[config.mk]
export PLATFORM = sky130hd
export DESIGN_NAME = transfer_datapath
export DESIGN_NICKNAME = d
export VERILOG_FILES = /design/src/rtl/edulent_pkg.sv /design/src/rtl/transfer_datapath_io_port.sv /design/src/rtl/transfer_datapath.sv
export SDC_FILE = /design/constraint.sdc
export NUM_CORES = 1
export LEC_CHECK = 0
export BUFFER_PORTS_ARGS = -buffer_cell sky130_fd_sc_hd__buf_2
export CAP_MARGIN = 20
export CORE_MARGIN = 1
export CORE_UTILIZATION = 35
export CTS_BUF_LIST = sky130_fd_sc_hd__clkbuf_2 sky130_fd_sc_hd__clkbuf_4 sky130_fd_sc_hd__clkbuf_8
export CTS_CLUSTER_SIZE = 28
export DETAILED_ROUTE_END_ITERATION = 6
export PLACE_DENSITY = 0.54
export SLEW_MARGIN = 0
export SYNTH_ARGS = -nofsm -noshare
export SYNTH_HDL_FRONTEND = slang
export SYNTH_SLANG_ARGS = --single-unit
[constraint.sdc]
create_clock -name i_clk -period 4.32 [get_ports i_clk]
set_clock_uncertainty 0.2 [all_clocks]
set_input_delay 0.648 -clock i_clk [delete_from_list [all_inputs] [get_ports i_clk]]
set_output_delay 0.648 -clock i_clk [all_outputs]
set_load 0.01 [all_outputs]
[src/rtl/edulent_pkg.sv]
// Shared types and constants for the control unit / transfer datapath pair.
package edulent_pkg;

    localparam int unsigned DEF_DATA_W = 8;
    localparam int unsigned DEF_ADDR_W = 8;

    localparam logic [1:0] SP_INC = 2'b01;
    localparam logic [1:0] SP_DEC = 2'b10;

    typedef enum logic [3:0] {
        CMD_NOP    = 4'h0,
        CMD_MA_PC  = 4'h1,
        CMD_MD_MEM = 4'h2,
        CMD_IR_MD  = 4'h3,
        CMD_MA_MD  = 4'h4,
        CMD_A_MD   = 4'h5,
        CMD_MA_AP  = 4'h6,
        CMD_MA_SP  = 4'h7,
        CMD_MD_A   = 4'h8,
        CMD_WRITE  = 4'h9,
        CMD_A_ALU  = 4'hA,
        CMD_PC_MD  = 4'hB,
        CMD_IN     = 4'hC,
        CMD_OUT    = 4'hD,
        CMD_PC_AP  = 4'hE,
        CMD_MD_PC  = 4'hF
    } transfer_cmd_t;

endpackage

[src/rtl/transfer_datapath_io_port.sv]
// IN/OUT port handshakes: IN ack pulse and underrun flag, OUT valid/ready holding register and overrun flag.
module io_port #(
    parameter int unsigned DATA_W = 8
) (
    input  logic              i_clk,
    input  logic              i_rst,
    input  logic              do_in,
    input  logic              do_out,
    input  logic              in_valid,
    input  logic              out_ready,
    input  logic [DATA_W-1:0] out_wdata,
    output logic              in_ack,
    output logic [DATA_W-1:0] out_data,
    output logic              out_valid,
    output logic              in_underrun,
    output logic              out_overrun
);

    logic              in_ack_nxt;
    logic [DATA_W-1:0] out_data_nxt;
    logic              out_valid_nxt;
    logic              in_underrun_nxt;
    logic              out_overrun_nxt;
    logic              accept;

    always_comb begin
        in_ack_nxt      = do_in && in_valid;
        in_underrun_nxt = in_underrun || (do_in && !in_valid);
        out_data_nxt    = out_data;
        out_valid_nxt   = out_valid;
        out_overrun_nxt = out_overrun;
        accept          = out_valid && out_ready;
        if (do_out) begin
            // A word accepted this cycle frees the slot, so the new one is not an overrun.
            out_data_nxt    = out_wdata;
            out_valid_nxt   = 1'b1;
            out_overrun_nxt = out_overrun || (out_valid && !accept);
        end else if (accept) begin
            out_valid_nxt = 1'b0;
        end
    end

    always_ff @(posedge i_clk or posedge i_rst) begin
        if (i_rst) begin
            in_ack      <= 1'b0;
            out_data    <= '0;
            out_valid   <= 1'b0;
            in_underrun <= 1'b0;
            out_overrun <= 1'b0;
        end else begin
            in_ack      <= in_ack_nxt;
            out_data    <= out_data_nxt;
            out_valid   <= out_valid_nxt;
            in_underrun <= in_underrun_nxt;
            out_overrun <= out_overrun_nxt;
        end
    end

endmodule

[src/rtl/transfer_datapath.sv]
// Architectural register file and transfer-command decode downstream of the control unit.
module transfer_datapath
    import edulent_pkg::*;
#(
    parameter int unsigned DATA_W = DEF_DATA_W,
    parameter int unsigned ADDR_W = DEF_ADDR_W,
    parameter int unsigned PC_RST = 0,
    parameter int unsigned SP_RST = 2**ADDR_W - 1
) (
    input  logic              i_clk,
    input  logic              i_rst,
    input  logic [3:0]        i_transfer_cmd,
    input  logic              i_inc_pc,
    input  logic [1:0]        i_inc_dec_sp,
    input  logic              i_ap_sel,
    input  logic              i_mem_write_enable,
    input  logic [DATA_W-1:0] i_alu_result,
    input  logic [DATA_W-1:0] i_mem_rdata,
    output logic [ADDR_W-1:0] o_mem_addr,
    output logic [DATA_W-1:0] o_mem_wdata,
    output logic              o_mem_we,
    output logic [7:0]        o_ir,
    output logic [DATA_W-1:0] o_a,
    output logic [DATA_W-1:0] o_ap,
    output logic [DATA_W-1:0] o_md,
    output logic [ADDR_W-1:0] o_pc,
    output logic [ADDR_W-1:0] o_sp,
    input  logic [DATA_W-1:0] i_in_data,
    input  logic              i_in_valid,
    output logic              o_in_ack,
    output logic [DATA_W-1:0] o_out_data,
    output logic              o_out_valid,
    input  logic              i_out_ready,
    output logic              o_in_underrun,
    output logic              o_out_overrun
);

    transfer_cmd_t     cmd;
    logic [ADDR_W-1:0] pc, sp, ma;
    logic [ADDR_W-1:0] pc_nxt, sp_nxt, ma_nxt;
    logic [DATA_W-1:0] md, a, ap;
    logic [DATA_W-1:0] md_nxt, a_nxt, ap_nxt;
    logic [7:0]        ir, ir_nxt;

    assign cmd = transfer_cmd_t'(i_transfer_cmd);

    // Next-state decode; all transfers read pre-edge register values.
    always_comb begin
        pc_nxt = i_inc_pc ? pc + ADDR_W'(1) : pc;
        ma_nxt = ma;
        md_nxt = md;
        ir_nxt = ir;
        a_nxt  = a;
        ap_nxt = ap;
        unique case (i_inc_dec_sp)
            SP_INC:  sp_nxt = sp + ADDR_W'(1);
            SP_DEC:  sp_nxt = sp - ADDR_W'(1);
            default: sp_nxt = sp;
        endcase
        case (cmd)
            CMD_MA_PC:  ma_nxt = pc;
            CMD_MD_MEM: md_nxt = i_mem_rdata;
            CMD_IR_MD:  ir_nxt = 8'(md);
            CMD_MA_MD:  ma_nxt = ADDR_W'(md);
            CMD_A_MD:   if (i_ap_sel) ap_nxt = md; else a_nxt = md;
            CMD_MA_AP:  ma_nxt = ADDR_W'(ap);
            CMD_MA_SP:  ma_nxt = sp;
            CMD_MD_A:   md_nxt = i_ap_sel ? ap : a;
            CMD_A_ALU:  if (i_ap_sel) ap_nxt = i_alu_result; else a_nxt = i_alu_result;
            CMD_PC_MD:  pc_nxt = ADDR_W'(md);
            CMD_IN:     a_nxt = i_in_valid ? i_in_data : '0;
            CMD_PC_AP:  pc_nxt = ADDR_W'(ap);
            CMD_MD_PC:  md_nxt = DATA_W'(pc);
            default:    ;
        endcase
    end

    always_ff @(posedge i_clk or posedge i_rst) begin
        if (i_rst) begin
            pc <= ADDR_W'(PC_RST);
            sp <= ADDR_W'(SP_RST);
            ma <= '0;
            md <= '0;
            ir <= '0;
            a  <= '0;
            ap <= '0;
        end else begin
            pc <= pc_nxt;
            sp <= sp_nxt;
            ma <= ma_nxt;
            md <= md_nxt;
            ir <= ir_nxt;
            a  <= a_nxt;
            ap <= ap_nxt;
        end
    end

    io_port #(.DATA_W(DATA_W)) u_io_port (
        .i_clk       (i_clk),
        .i_rst       (i_rst),
        .do_in       (cmd == CMD_IN),
        .do_out      (cmd == CMD_OUT),
        .in_valid    (i_in_valid),
        .out_ready   (i_out_ready),
        .out_wdata   (a),
        .in_ack      (o_in_ack),
        .out_data    (o_out_data),
        .out_valid   (o_out_valid),
        .in_underrun (o_in_underrun),
        .out_overrun (o_out_overrun)
    );

    assign o_mem_addr  = ma;
    assign o_mem_wdata = md;
    assign o_mem_we    = i_mem_write_enable;
    assign o_ir        = ir;
    assign o_a         = a;
    assign o_ap        = ap;
    assign o_md        = md;
    assign o_pc        = pc;
    assign o_sp        = sp;

endmodule

# Word-level counts from Yosys, hierarchy flattened
# Cells that the tools add are included.
# totals
register_bits	68
elab_cells	67
# classes
addsub	3
mux	15
reduce_logical	17
eq_ne	20
# ops
cell	n
$mux 8	7
$pmux 8 s2	3
$pmux 8 s3	2
$pmux 8 s4	1
$eq 4x4->1 const B	7
$add 8x1->8 const B	2
$eq 4x3->1 const B	4
$reduce_bool 3->1	3
$eq 4x2->1 const B	2
$ne 2x2->1 const B	4
$sub 8x1->8 const B	1
$reduce_and 3->1	2
$reduce_bool 2->1	3
$eq 4x1->1 const B	1
$logic_and 1x1->1	4
$reduce_bool 4->1	1
$eq 2x1->1 const B	1
$eq 2x2->1 const B	1
$logic_not 1->1	2
$logic_or 1x1->1	2
$mux 1	2

# Logic depth before layout (Yosys ltp)
# logic_depth
word_depth	4
depth_mapped	10
ltp_nobuf	9

# By module
# Synthesis repeated with hierarchy kept, for this count alone.
# unflattened
cells_unflattened	406
hier_area_um2	4116.4
# by_module_without_submodules
mod	n_inst	seq_area_each_um2	area_per_inst_um2	cells_each
transfer_datapath	1	1411.4	3642.2	378
io_port	1	300.3	474.2	28

# Worst setup path before layout
# Ideal clock, no wire load.
# synth_path
path_kind	in2reg
startpoint	input port i_inc_dec_sp[0]
endpoint	register sp[6], in the netlist o_sp[6]
path_stages	10
setup_ns	0.075
slack_ns	1.662
path_buffers	1
required_ns	4.045
arrival_ns	2.382
path_cell_list	inv_1 > ha_1 > clkbuf_1 > xor2_1 > ha_1 > and3b_1 > o21a_1 > a21oi_1 > a311oi_1 > xnor2_1
# synth_between
elab_chain_len	2
word_cells_on_any_way	4
# synth_lines
element	line_no	text
from (decl)	transfer_datapath.sv:14	input logic [1:0] i_inc_dec_sp,
$eq 2x2->1 / $eq 2x1->1 (equally long branches)	transfer_datapath.sv:55	unique case (i_inc_dec_sp)
$pmux 8 s2 / $reduce_bool 2->1 (equally long branches)	n/a	
to (signal assigned)	transfer_datapath.sv:81	sp <= ADDR_W'(SP_RST);
to (signal assigned)	transfer_datapath.sv:89	sp <= sp_nxt;
to (decl)	transfer_datapath.sv:39	logic [ADDR_W-1:0] pc, sp, ma;
# Parallel ways exist; a longest one is shown, timed or not.
# A chain may end at the register's enable or synchronous reset.

# Worst setup path in the final report
# layout_path
startpoint	input port i_inc_dec_sp[0]
endpoint	register sp[7], in the netlist o_sp[7]
# Same word-level chain as after synthesis.

==> metrics.txt <==
wire per inst 19.01 microns; DR pass1 iterations 6; number of synthesized register bits 68; clock buffer depth 2; FF/Latch Area 1712 sq um; RR Startpoint o_sp[0]; Slew Viols, Final 0; Peak Freq 385.0 MHz; Adder-Cell Fraction of Synth Area 1.226%; Post-Syn Nets 480; simple-gate share of the synthesized area 15.35%; grt ovf 0; top cell type's share of synthesized area 36.78%; HP Class input port to async pin; max_slew headroom 32.18%; cell family with most CP delay simple AND/OR/NAND/NOR gates; CTS tree yes; crit-path cells buf_2 > inv_1 > ha_1 > clkinv_1 > nor3_2 > nor3_1 > or4_1 > a211oi_2; mux share of post-synthesis cell area 11.55%; WS Path Type input port to flip-flop; pin count of the biggest net entering global routing 44; final net count 567; worst slew pin tran 1011 ps; first-pass GRT wire length 19790 microns; Die Height 110.0 microns; slowest cell delay on critical path 530 ps; Syn-to-layout area delta 18.79%; number of library cell types mapped by synthesis 56; Via density 5.698; via count 3835; post-CTS setup repair buffer count 0; antenna viol nets, final 0; Total GRT Usage 22.18%; status complete, no violations; setup_tns 0 ps; sequential fraction of design power 43.8%; logic gate share of total power 35.6%; Final HPWL DP 9158 microns; commonest non-fill, non-tap cell in the layout buf_2; Power Density 580.3 nW/um^2; Worst path slowest cell or4_1; Yosys top cell by area dfrtp_1; WP depth 8; cts bufs inserted 9; initial antenna violation count 0; synthesized area per cell 9.300 sq um; Sw Share 40.18%; 1st-iter DRT viols 334; Worst EP required 4390 ps; Reg-to-Reg End o_sp[7]; Total Power 2.814 mW; R2R depth 5; LEAKAGE 2.125 nW; Synth area leaders dfrtp_1 37%, mux2_2 5.5%, dfstp_2 5.1%; maxcap violations 0; clk sinks 68; Hold Buf Count CTS 0; core area 11370 sq um; Placed Area 4636 sq um; DRC 0; H-Tree Depth 3; CP endpoint kind flip-flop; NetSw 1.131 mW; synthesized area 4083 sq um; fill count 1156; post-synthesis cell count 439; WHS 131.1 ps; register area share after synthesis 41.92%; Initial Utilization 35.91%; ys async rst share 100.0%; gp weighted congestion 0.9071; Final period util 60.13%; crit path time final 2598 ps; most frequent cells in the layout 111 x buf_2, 60 x dfrtp_1, 40 x a21oi_1; die width 110.0 microns; Post-synth top flop dfrtp_1; CP Launch Type input port; num ports 114; Buf+Inv Stages, Crit Path 3; Rows 39; clock power share 20.6%; final setup vio count 0; Post-CTS Resized 0; Final Cell Area 4850 sq um; layout cells sized above 1 30.75%; Ant. Diodes 0; area occupied by multi-input gates 2133 sq um; largest family of logic cells by synthesized area compound AO/OA/AOI/OAI gates; reg2reg setup slack 1950 ps; clock transition at the registers of the reported paths 80 ps; Synth warnings 0; vias in the first global route 3594; CP max FO 11; setup repair after global routing missed its margin false; Synth Area in XOR/XNOR 1.502%; Peak VDD IR 0.0002420 V; wirelength, routed 12790 microns; final hold vios 0; die area 12100 sq um; Internal 1.683 mW; Port-buffer cells 111; Arr. time, crit path 2670 ps; Post-synth EDFFs 0; CTS root buf clkbuf_8; clk_lat worst skew 350 ps; complex-gate fraction of the synthesized area 22.62%
==> worst max path at each step <==
| stage | end | from | slack [ps] |
|---|---|---|---|
| 2_1_floorplan | o_sp[6] | i_inc_dec_sp[0] | 1660 |
| 3_5_place_dp | o_sp[7] | i_inc_dec_sp[0] | 1390 |
| 4_1_cts | o_sp[7] | i_inc_dec_sp[0] | 1750 |
| 5_1_grt | o_sp[7] | i_inc_dec_sp[0] | 1550 |
| 6_report | o_sp[7] | i_inc_dec_sp[0] | 1720 |
| 3_3_place_gp | o_sp[7] | i_inc_dec_sp[0] | 1400 |
==> worst reg2reg max path, delay by kind of cell, from the launching register on <==
family             cells  cell delay, ps
AOI/OAI and AO/OA      2             560
and+or+nand+nor        3             910
DFF                    1             640
==> flip-flops by register name (all words and copies together) (netlist names) <==
signal / cells
o_pc: 8
u_io_port.out_data: 8
o_mem_addr: 8
u_io_port.out_valid: 1
o_ir: 8
o_sp: 8
u_io_port.in_underrun: 1
o_ap: 8
u_io_port.in_ack: 1
o_md: 8
o_a: 8
u_io_port.out_overrun: 1
==> final cells by class <==
cell class                 instances  share of cell area (%)
clock buffer                       9                   2.554
clock inverter                     6                   1.858
inverter                          11                  0.8514
multi-input combinational        323                   43.99
sequential                        68                   35.29
tap                              143                   3.689
timing repair buffer             113                   11.76
==> kinds of logic (layout without fill, tap and decap cells) <==
group / after synthesis / count (layout)
DFF: 68 / 68
adders and majority gates: 4 / 4
AOI/OAI and AO/OA: 146 / 146
muxes: 43 / 43
xor gates and xnor gates: 7 / 7
buffers and inverters: 48 / 139
and+or+nand+nor: 123 / 123
==> power by group through the flow <==
| stage | clock, mW | sequential, mW | combinational (mW) |
|---|---|---|---|
| floorplan | 0 | 1.19 | 0.619 |
| global placement | 0 | 1.24 | 0.995 |
| detailed placement | 0 | 1.24 | 1.00 |
| CTS | 0.591 | 1.23 | 1.01 |
| global route | 0.618 | 1.27 | 1.12 |
| finish | 0.580 | 1.23 | 1.00 |
==> synth_stat cells (all sizes together) (2+ instances only) <==
library cell,number
a211oi,2
a21oi,41
a222oi,7
a22o,4
a22oi,22
a311oi,2
a31o,2
and3,4
and3b,2
buf,22
clkbuf,15
dfrtp,60
dfstp,8
ha,4
inv,10
mux2,33
mux2i,10
nand2,35
nand2b,4
nand3,11
nand4,2
nor2,26
nor2b,16
nor3,10
nor4,2
nor4b,2
o211ai,3
o21a,3
o21ai,46
o21bai,3
o22ai,5
or3,2
xnor2,5
xor2,2
==> through the flow <==
step / cells / utilization, % / setup slack [ps]
final: 673 / 42.65 / 1722
after global routing: 673 / 42.65 / 1549
after CTS: 673 / 42.65 / 1750
after detailed placement: 658 / 40.77 / 1389
after global placement: 658 / 40.77 / 1397
after floorplan: 439 / - / 1662
==> layer usage <==
layer / GRT usage, % / up-vias / part of all wire [%] / wire length [microns]
met5: 0 / - / 0 / 0
met2: 33.75 / 172 / 46 / 5850
met4: 9.429 / 0 / 2.9 / 369
met3: 3.998 / 31 / 6.7 / 853
met1: 30.90 / 1846 / 45 / 5718
li1: - / 1786 / - / -
(Power assumes the default switching activity.)
